==> config.mk <==
export PLATFORM = sky130hd
export DESIGN_NAME = bus_mux_fifo
export DESIGN_NICKNAME = d
export VERILOG_FILES = /design/src/rtl/bus_mux_fifo_pkg.sv /design/src/rtl/bus_mux_fifo_ch.sv /design/src/rtl/bus_mux_fifo.sv
export SDC_FILE = /design/constraint.sdc
export NUM_CORES = 1
export LEC_CHECK = 0
export CELL_PAD_IN_SITES_DETAIL_PLACEMENT = 1
export CELL_PAD_IN_SITES_GLOBAL_PLACEMENT = 2
export CORE_MARGIN = 5
export CORE_UTILIZATION = 44
export CTS_CLUSTER_SIZE = 40
export DETAILED_ROUTE_END_ITERATION = 8
export GPL_TIMING_DRIVEN = 1
export MAX_ROUTING_LAYER = met4
export PLACE_DENSITY = 0.82
export REMOVE_ABC_BUFFERS = 1
export SLEW_MARGIN = 20
export SYNTH_ARGS = -nofsm -noshare
export SYNTH_HDL_FRONTEND = slang
export SYNTH_SLANG_ARGS = --single-unit
export TNS_END_PERCENT = 50
==> constraint.sdc <==
create_clock -name clk -period 3.7 [get_ports clk]
set_input_delay 0.74 -clock clk [delete_from_list [all_inputs] [get_ports clk]]
set_output_delay 0.74 -clock clk [all_outputs]
set_load 0.02 [all_outputs]
==> src/rtl/bus_mux_fifo_pkg.sv <==
// -----------------------------------------------------------------------------
// bus_mux_fifo_pkg
//   Shared helpers for the multi-channel bus buffer:
//     - default parameter values
//     - chw(n): channel-index width, at least 1 bit even for a single channel
//     - rr_reset_ptr(n): arbitration pointer reset value. It points at the last
//       channel so that channel 0 wins the first arbitration after reset.
//   The beat struct {data, ch} depends on module parameters, so each module
//   declares it locally as beat_t.
// -----------------------------------------------------------------------------
package bus_mux_fifo_pkg;

  localparam int DEFAULT_WIDTH  = 8;
  localparam int DEFAULT_DEPTH  = 4;
  localparam int DEFAULT_NUM_CH = 2;

  // A single channel still needs a 1-bit tag, so the plain $clog2 result is
  // not enough here.
  function automatic int chw(input int n);
    return (n > 1) ? $clog2(n) : 1;
  endfunction

  function automatic int rr_reset_ptr(input int n);
    return n - 1;
  endfunction

endpackage

==> src/rtl/bus_mux_fifo_ch.sv <==
// -----------------------------------------------------------------------------
// bus_mux_fifo_ch
//   Single-channel synchronous FIFO with DEPTH entries. DEPTH must be a power
//   of two, so the read and write pointers wrap naturally. The occupancy count
//   is one bit wider than the pointers, which lets it tell full from empty.
//   Ports:
//     clk, rst   clock; synchronous active-high reset
//     push_i     write wdata_i (ignored when full)
//     pop_i      drop the head entry (ignored when empty)
//     wdata_i    write data
//     rdata_o    head entry; valid whenever empty_o is 0
//     empty_o    no entries
//     full_o     DEPTH entries
//     count_o    current occupancy, 0..DEPTH
// -----------------------------------------------------------------------------
module bus_mux_fifo_ch #(
  parameter  int WIDTH = 8,
  parameter  int DEPTH = 4,
  localparam int AW    = $clog2(DEPTH)
) (
  input  logic             clk,
  input  logic             rst,
  input  logic             push_i,
  input  logic             pop_i,
  input  logic [WIDTH-1:0] wdata_i,
  output logic [WIDTH-1:0] rdata_o,
  output logic             empty_o,
  output logic             full_o,
  output logic [AW:0]      count_o
);

  logic [WIDTH-1:0] mem_q [DEPTH];
  logic [AW-1:0]    wr_ptr_q, wr_ptr_d;
  logic [AW-1:0]    rd_ptr_q, rd_ptr_d;
  logic [AW:0]      count_q, count_d;
  logic             do_push, do_pop;

  assign empty_o = (count_q == '0);
  assign full_o  = (count_q == (AW+1)'(DEPTH));
  assign count_o = count_q;
  assign rdata_o = mem_q[rd_ptr_q];

  assign do_push = push_i & ~full_o;
  assign do_pop  = pop_i & ~empty_o;

  always_comb begin
    wr_ptr_d = wr_ptr_q;
    rd_ptr_d = rd_ptr_q;
    count_d  = count_q;
    if (do_push) wr_ptr_d = wr_ptr_q + AW'(1);
    if (do_pop)  rd_ptr_d = rd_ptr_q + AW'(1);
    // A push and a pop in the same cycle leave the occupancy unchanged.
    case ({do_push, do_pop})
      2'b10:   count_d = count_q + (AW+1)'(1);
      2'b01:   count_d = count_q - (AW+1)'(1);
      default: count_d = count_q;
    endcase
  end

  // NOTE: state registers use non-blocking assignments so every flop samples
  // the pre-edge values, independent of the order in which blocks run.
  always_ff @(posedge clk) begin
    if (rst) begin
      wr_ptr_q <= '0;
      rd_ptr_q <= '0;
      count_q  <= '0;
    end else begin
      wr_ptr_q <= wr_ptr_d;
      rd_ptr_q <= rd_ptr_d;
      count_q  <= count_d;
    end
  end

  // NOTE: the storage array is deliberately not reset. Its contents are only
  // read behind a non-zero count, and resetting the count invalidates them.
  always_ff @(posedge clk) begin
    if (do_push) mem_q[wr_ptr_q] <= wdata_i;
  end

endmodule

==> src/rtl/bus_mux_fifo.sv <==
// -----------------------------------------------------------------------------
// bus_mux_fifo
//   Multi-channel bus buffer. NUM_CH independent valid/ready input channels
//   each feed their own DEPTH-entry FIFO. A round-robin arbiter merges the
//   FIFOs into one registered output stream. Each output beat is tagged with
//   its source channel.
//   Ports:
//     clk, rst    clock; synchronous active-high reset
//     in_valid    per-channel beat valid                  [NUM_CH]
//     in_ready    per-channel accept (= !ch_full)         [NUM_CH]
//     in_data     channel c = in_data[c*WIDTH +: WIDTH]   [NUM_CH*WIDTH]
//     out_valid   output register holds a beat
//     out_ready   consumer accept
//     out_data    beat data                               [WIDTH]
//     out_ch      source channel of the beat              [CHW]
//     ch_full     channel FIFO holds DEPTH entries        [NUM_CH]
//   Configuration macro BUS_MUX_FIFO_BYPASS_EN:
//     When defined, a beat pushed into an empty FIFO may load the output
//     register directly at the edge it is pushed, if it wins arbitration
//     (1-cycle latency). When undefined, every beat goes through its FIFO
//     (2-cycle latency).
// -----------------------------------------------------------------------------
module bus_mux_fifo
  import bus_mux_fifo_pkg::*;
#(
  parameter  int WIDTH  = DEFAULT_WIDTH,
  parameter  int DEPTH  = DEFAULT_DEPTH,
  parameter  int NUM_CH = DEFAULT_NUM_CH,
  localparam int CHW    = chw(NUM_CH)
) (
  input  logic                    clk,
  input  logic                    rst,
  input  logic [NUM_CH-1:0]       in_valid,
  output logic [NUM_CH-1:0]       in_ready,
  input  logic [NUM_CH*WIDTH-1:0] in_data,
  output logic                    out_valid,
  input  logic                    out_ready,
  output logic [WIDTH-1:0]        out_data,
  output logic [CHW-1:0]          out_ch,
  output logic [NUM_CH-1:0]       ch_full
);

  localparam int             AW       = $clog2(DEPTH);
  localparam logic [CHW-1:0] RR_RESET = CHW'(rr_reset_ptr(NUM_CH));

  typedef struct packed {
    logic [WIDTH-1:0] data;
    logic [CHW-1:0]   ch;
  } beat_t;

  logic [NUM_CH-1:0] fifo_empty, fifo_full;
  logic [NUM_CH-1:0] fifo_push, fifo_pop;
  logic [NUM_CH-1:0] push, cand;
  logic [WIDTH-1:0]  fifo_rdata [NUM_CH];
  logic [AW:0]       fifo_count [NUM_CH];

  beat_t          out_q, out_d;
  logic           out_valid_q, out_valid_d;
  logic [CHW-1:0] rr_ptr_q, rr_ptr_d;

  logic             out_free, load;
  logic             win_found, win_bypass;
  logic [CHW-1:0]   win_ch;
  logic [WIDTH-1:0] win_data;

  // ---------------------------------------------------------------------------
  // Per-channel FIFOs
  // ---------------------------------------------------------------------------
  for (genvar c = 0; c < NUM_CH; c++) begin : g_ch
    bus_mux_fifo_ch #(
      .WIDTH (WIDTH),
      .DEPTH (DEPTH)
    ) u_fifo (
      .clk     (clk),
      .rst     (rst),
      .push_i  (fifo_push[c]),
      .pop_i   (fifo_pop[c]),
      .wdata_i (in_data[c*WIDTH +: WIDTH]),
      .rdata_o (fifo_rdata[c]),
      .empty_o (fifo_empty[c]),
      .full_o  (fifo_full[c]),
      .count_o (fifo_count[c])
    );

    assign ch_full[c] = (fifo_count[c] == (AW+1)'(DEPTH));
  end

  // in_ready depends only on registered occupancy. A full FIFO refuses a beat
  // even in a cycle where it pops, so there is no path from out_ready.
  assign in_ready = ~fifo_full;
  assign push     = in_valid & in_ready;
  assign out_free = ~out_valid_q | out_ready;

`ifdef BUS_MUX_FIFO_BYPASS_EN
  // A pushing channel with an empty FIFO competes as if its beat were queued.
  assign cand = ~fifo_empty | push;
`else
  assign cand = ~fifo_empty;
`endif

  // ---------------------------------------------------------------------------
  // Round-robin arbiter: first candidate strictly above the pointer, then wrap
  // to the lowest candidate at or below it.
  // ---------------------------------------------------------------------------
  always_comb begin
    win_found  = 1'b0;
    win_bypass = 1'b0;
    win_ch     = '0;
    win_data   = '0;
    for (int pass = 0; pass < 2; pass++) begin
      for (int c = 0; c < NUM_CH; c++) begin
        if (!win_found && cand[c] && ((pass == 0) == (c > int'(rr_ptr_q)))) begin
          win_found  = 1'b1;
          win_ch     = CHW'(c);
          // A winning candidate with an empty FIFO can only be a bypassed push.
          win_bypass = fifo_empty[c];
          win_data   = fifo_empty[c] ? in_data[c*WIDTH +: WIDTH] : fifo_rdata[c];
        end
      end
    end
  end

  assign load = out_free & win_found;

  always_comb begin
    fifo_push = '0;
    fifo_pop  = '0;
    for (int c = 0; c < NUM_CH; c++) begin
      fifo_pop[c]  = load & ~win_bypass & (win_ch == CHW'(c));
      // A bypassed beat goes straight to the output register, so the FIFO is
      // not written.
      fifo_push[c] = push[c] & ~(load & win_bypass & (win_ch == CHW'(c)));
    end
  end

  // ---------------------------------------------------------------------------
  // Output register and arbitration pointer
  // ---------------------------------------------------------------------------
  always_comb begin
    out_valid_d = load | (out_valid_q & ~out_ready);
    out_d       = out_q;
    rr_ptr_d    = rr_ptr_q;
    if (load) begin
      out_d.data = win_data;
      out_d.ch   = win_ch;
      rr_ptr_d   = win_ch;
    end
  end

  always_ff @(posedge clk) begin
    if (rst) begin
      out_valid_q <= 1'b0;
      out_q       <= '0;
      rr_ptr_q    <= RR_RESET;
    end else begin
      out_valid_q <= out_valid_d;
      out_q       <= out_d;
      rr_ptr_q    <= rr_ptr_d;
    end
  end

  assign out_valid = out_valid_q;
  assign out_data  = out_q.data;
  assign out_ch    = out_q.ch;

endmodule

==> results of run 1 <==
[layer usage]
| layer | vias up | track usage, % | wire (um) |
|---|---|---|---|
| met5 | - | - | 0 |
| met4 | 0 | 5.21 | 88 |
| met3 | 9 | 2.75 | 238 |
| met2 | 37 | 24.4 | 3470 |
| met1 | 1026 | 19.2 | 3150 |
| li1 | 956 | - | - |
[flip-flops by register name, summed over array words and instances, names as in the netlist, named ones only]
register              flops
g_ch.u_fifo.count_o       6
out_valid                 1
g_ch.u_fifo.wr_ptr_q      4
g_ch.u_fifo.mem_q        64
out_data                  8
rr_ptr_q                  1
g_ch.u_fifo.rd_ptr_q      4
out_ch                    1
[worst min-delay path, stage by stage, from the launching register on]
cell     delay (ns)
dfxtp_1        0.32
nand2_1        0.05
a21oi_1        0.06
[through the flow]
stage	hold WS (ns)	power [uW]	utilization (%)
after floorplan	0.452	2250	-
after global placement	0.472	2590	50.2
after detailed placement	0.456	2620	50.2
after CTS	0.477	3380	52.9
after global routing	0.496	3560	52.9
final	0.469	3340	52.9
[worst paths after layout]
check | startpoint | cells past startpoint | slack (ns) | endpoint
worst max-delay path | out_ready | 10 | 0.89 | g_ch[1].u_fifo.count_o[2]
worst min-delay path | out_ch | 2 | 0.47 | out_ch
worst max register to register | g_ch[1].u_fifo.count_o[2] | 9 | 1.28 | g_ch[1].u_fifo.count_o[2]
worst min register to register | out_ch | 2 | 0.47 | out_ch
[cell usage after synthesis]
master	number	area, um^2
nor3_2	1	10.0
and3_1	8	50.1
inv_1	17	63.8
mux4_2	16	360
buf_2	6	30.0
nor2_1	20	75.1
nand2b_1	1	6.26
buf_1	2	7.51
a21oi_2	2	17.5
a21oi_1	15	75.1
or3b_1	2	17.5
clkbuf_1	1	3.75
nand2_2	1	6.26
o211ai_2	2	25.0
edfxtp_1	64	1920
o211a_2	1	10.0
xor2_1	4	35.0
xnor2_1	4	35.0
buf_4	3	22.5
o21ai_1	1	5.00
or3_4	1	11.3
fa_1	2	40.0
clkinv_2	2	10.0
and2_4	2	17.5
clkinv_1	1	3.75
o22ai_1	8	50.1
dfxtp_1	29	581
nand2_1	7	26.3
a31oi_1	1	6.26
o211ai_1	1	7.51
ha_1	10	125
nor3_1	1	5.00
o21ai_0	3	15.0
or3_1	5	31.3
[area by class of cell]
class | count | area (um^2)
Fill cell | 803 | 3870
Sequential cell | 93 | 2500
Multi-Input combinational cell | 119 | 1060
Timing Repair Buffer | 35 | 348
Tap cell | 105 | 131
Clock buffer | 10 | 128
Clock inverter | 6 | 95.1
Inverter | 20 | 77.6
[power by group through the flow]
| stage | clock network, uW | logic (uW) | registers, uW |
|---|---|---|---|
| 5_1_grt | 816 | 1230 | 1520 |
| 2_1_floorplan | 0 | 732 | 1520 |
| 4_1_cts | 766 | 1130 | 1490 |
| 3_5_place_dp | 0 | 1110 | 1510 |
| 6_report | 749 | 1100 | 1480 |
| 3_3_place_gp | 0 | 1090 | 1500 |
[cell families after synthesis]
kind of cell / after synthesis / share of synthesized area, %
buffers and inverters: 32 / 3.81
DFF: 93 / 67.5
muxes: 16 / 9.72
adders and majority gates: 12 / 4.45
and+or+nand+nor: 49 / 6.92
xor gates and xnor gates: 8 / 1.89
AOI/OAI and AO/OA: 34 / 5.70
==> impl_metrics.json, run 1 <==
{
  "syn_area_per_cell_um2": 15.2,
  "clock_path_buffers": 2,
  "antenna_cells": 0,
  "syn_area_um2": 3710,
  "drive_gt1_share_pct": 15.5,
  "crit_chain": "clkdlybuf4s50_1 > nand2b_1 > o211ai_2 > inv_1 > ha_1 > inv_1 > fa_1 > xor2_1 > or3_1 > a21oi_1",
  "stdcell_count": 388,
  "cts_max_level": 3,
  "finalSetupTns_ns": 0,
  "combPwrFrac_pct": 33.1,
  "status": "finished clean",
  "grt_max_degree": 20,
  "worstMarginPinSlew_ns": 0.591,
  "grt_usage_pct": 15.1,
  "p_sw_uw": 1100,
  "place_inst": 372,
  "clkPwrFrac_pct": 22.4,
  "ys_seq_elements": 93,
  "p_seq_share_pct": 44.4,
  "critPathKind": "in2reg",
  "intPower_uw": 2230,
  "mostFrequentLayoutCells": "edfxtp_1, clkdlybuf4s50_1, dfxtp_1",
  "yosysWarnings": 0,
  "cts_buffers": 9,
  "grt_pass1_wl_um": 11300,
  "core.rowCount": 33,
  "fin_crit_ns": 2.81,
  "ios": 35,
  "crit_path_top_delay_cell": "clkdlybuf4s50_1",
  "period_share_pct": 75.9,
  "p_leak_uw": 0.00152,
  "max_stage_delay_ns": 0.44,
  "overflow": 0,
  "drc": 0,
  "nets": 311,
  "firstDrtPassIters": 4,
  "synth_cell_types": 34,
  "ant_nets": 0,
  "critPathMostFrequentCell": "inv_1",
  "final_area_um2": 4350,
  "p_sw_share_pct": 33.1,
  "ys_seq_area_share_pct": 67.5,
  "slew_headroom_pct": 60.5,
  "cts_setup_buffers": 0,
  "crit_path_max_fanout": 13,
  "vdd_drop_max_mv": 0.451,
  "coreArea_um2": 8220,
  "via_per_inst": 5.23,
  "synth_cells": 244,
  "setup_viol": 0,
  "start_util_pct": 45.1,
  "start_kind": "input pin",
  "end_kind": "flop",
  "cap_violations": 0,
  "arrival_ns": 3.09,
  "placed_area_um2": 4120,
  "clk_pin_slew_ns": 0.08,
  "clkSinkCount": 93,
  "cp_top_family": "buffers and inverters",
  "place.gp.congestion": 0.747,
  "die-width_um": 102,
  "via_count": 2028,
  "dp_hpwl_um": 4850,
  "timing.fmax_ghz": 0.356,
  "finalMaxSlewViolations": 0,
  "area_growth_pct": 17.2,
  "portBuffers": 34,
  "rsz0062_at_grt": "false",
  "wl_per_cell_um": 17.9,
  "die_h_um": 102,
  "cp.buffers_inverters": 3,
  "p_per_area_nw_per_um2": 768,
  "antenna_found_initial": 0,
  "grt_pass1_vias": 2166,
  "hold_viol": 0,
  "dieArea_um2": 10400,
  "final_common_cell": "edfxtp_1",
  "layout_setup_ws_ns": 0.892,
  "place_ws_ns": 0.534,
  "drtIter0Drc": 128,
  "cts_hold_buf": 0,
  "root_buffer": "clkbuf_8",
  "cts_resized": 0,
  "skew_ns": 0.0103,
  "clock_latency_ns": 0.35,
  "critPathRequiredTime_ns": 3.98,
  "hp-class": "reg2reg",
  "routed_wl_um": 6950,
  "cts_tree": "yes"
}
Power figures use the tool's default switching activity.
==> run 2: changes to the inputs <==
Settings changed: CORE_UTILIZATION 44 to 37, PLACE_DENSITY 0.82 to 0.73.
Clock period 3.7 ns to 2.45 ns, I/O delays scaled along.
==> run 2 against run 1 <==
  * Clock-buffer cell count down 1
  * Via count up 0.49%
  * Clock power up 26%
  * Clock skew down 0.0023 ns
  * Register-to-register slack worse by 1.1 ns
  * Design area up 1.4%
==> impl_metrics.json, run 2 (synthesis gave the netlist of run 1 again) <==
{
  "grt_usage_pct": 13.2,
  "area_growth_pct": 18.9,
  "utilization_pct": 45.1,
  "drive_gt1_share_pct": 18.8,
  "via_count": 2038,
  "worstMarginPinSlew_ns": 0.562,
  "die_h_um": 110,
  "antenna_found_initial": 0,
  "cts_buffers": 9,
  "status": "finished clean",
  "fillers": 989,
  "drc": 0,
  "root_buffer": "clkbuf_8",
  "portBuffers": 34,
  "drtIter0Drc": 71,
  "place.gp.congestion": 0.717,
  "fin_crit_ns": 2.33,
  "critPathRequiredTime_ns": 1.96,
  "finalMaxSlewViolations": 0,
  "skew_ns": 0.00794,
  "mostFrequentLayoutCells": "edfxtp_1, clkdlybuf4s50_1, dfxtp_1",
  "vdd_drop_max_mv": 0.589,
  "final_common_cell": "edfxtp_1",
  "critPathKind": "reg2out",
  "dp_hpwl_um": 5240,
  "arrival_ns": 1.84,
  "top_register": "g_ch.u_fifo.mem_q",
  "r2r_slack_ns": 0.17,
  "clk_pin_slew_ns": 0.09,
  "timing.fmax_ghz": 0.430,
  "wl_per_cell_um": 16.8,
  "firstDrtPassIters": 4,
  "clkSinkCount": 93,
  "start_kind": "flop",
  "ant_nets": 0,
  "crit_path_max_fanout": 6,
  "max_stage_delay_ns": 0.53,
  "wl_met3_um": 272,
  "hp-class": "reg2reg",
  "ios": 35,
  "coreArea_um2": 9770,
  "hold_viol": 0,
  "wl_met1_um": 3160,
  "dieArea_um2": 12100,
  "holdWs_ns": 0.466,
  "grt_pass1_wl_um": 11500,
  "rsz0062_at_grt": "false",
  "nets": 320,
  "cap_violations": 0,
  "clock_latency_ns": 0.36,
  "routed_wl_um": 7140,
  "slew_headroom_pct": 62.5,
  "core.rowCount": 36,
  "cts_setup_buffers": 0,
  "start_util_pct": 37.9,
  "p_per_area_nw_per_um2": 1120,
  "end_kind": "output pin",
  "grt_max_degree": 19,
  "crit_path_top_delay_cell": "clkdlybuf4s50_1",
  "antenna_cells": 0,
  "overflow": 0,
  "via_per_inst": 4.80,
  "wl_met2_um": 3610,
  "p_leak_uw": 0.00156,
  "clock_path_buffers": 2,
  "largest_reg_flops": 64,
  "cts_max_level": 3,
  "grt_pass1_vias": 2187,
  "routed.top_layer": "met4",
  "cts_tree": "yes",
  "setup_viol": 0,
  "die-width_um": 110,
  "crit_chain": "or3b_1 > buf_4 > clkdlybuf4s50_1",
  "period_share_pct": 95.0
}
-- run 2: changes by cell type in the layout (fill, tap and decap cells not counted), moves of 2 or more --
cell	before	now
buf_4	1	10
bufinv_16	2	0
clkdlybuf4s50_1	34	32
clkinv_4	0	2
dlygate4sd2_1	0	2
-- run 2: repair_timing --
action	4_1_cts	5_1_grt
resized for setup	2	1
cloned	0	0
hold buffers	0	0
setup endpoints to repair	2	1
-- run 2: through the flow --
stage,power [uW],cell area (um^2),worst slack [ns],instances,TNS (ns)
floorplan,3390,3640,0.103,232,0
global placement,4030,4230,-0.104,409,-0.203
detailed placement,4070,4230,-0.218,409,-0.358
CTS,5010,4410,0.0776,425,0
global route,5290,4410,0.0121,425,0
finish,4940,4410,0.122,425,0
-- run 2: worst max-delay path: cells and delay by family (launching register included) --
family | cells | cell delay [ns]
buf+inv | 2 | 0.70
flops | 1 | 0.40
simple gates | 1 | 0.39
-- run 2: where the power goes --
part           total (uW)  leakage (uW)  switching, uW  internal (uW)
registers            2230      0.000827            243           1990
logic                1760      0.000638            891            865
clock network         947     0.0000921            562            385
total                4940       0.00156           1700           3240
-- run 2: final timing paths --
path	startpoint	end	depth (start not counted)
worst max-delay path	g_ch[1].u_fifo.count_o[2]	in_ready[1]	3
worst min-delay path	out_ch	out_ch	2
worst max register to register	g_ch[0].u_fifo.count_o[2]	g_ch[0].u_fifo.count_o[2]	9
worst min register to register	out_ch	out_ch	2
-- run 2: metal layers --
metal	track usage (%)	up-vias
li1	-	976
met1	16.5	1019
met2	21.3	37
met3	3.09	6
met4	4.49	0
met5	-	-
-- run 2: layout make-up --
type,instances,area [um^2],share of cell area [%]
Sequential cell,93,2500,56.8
Multi-Input combinational cell,119,1060,24.1
Timing Repair Buffer,44,413,9.37
Tap cell,133,166,3.78
Clock buffer,9,124,2.81
Inverter,20,77.6,1.76
Clock inverter,7,58.8,1.33
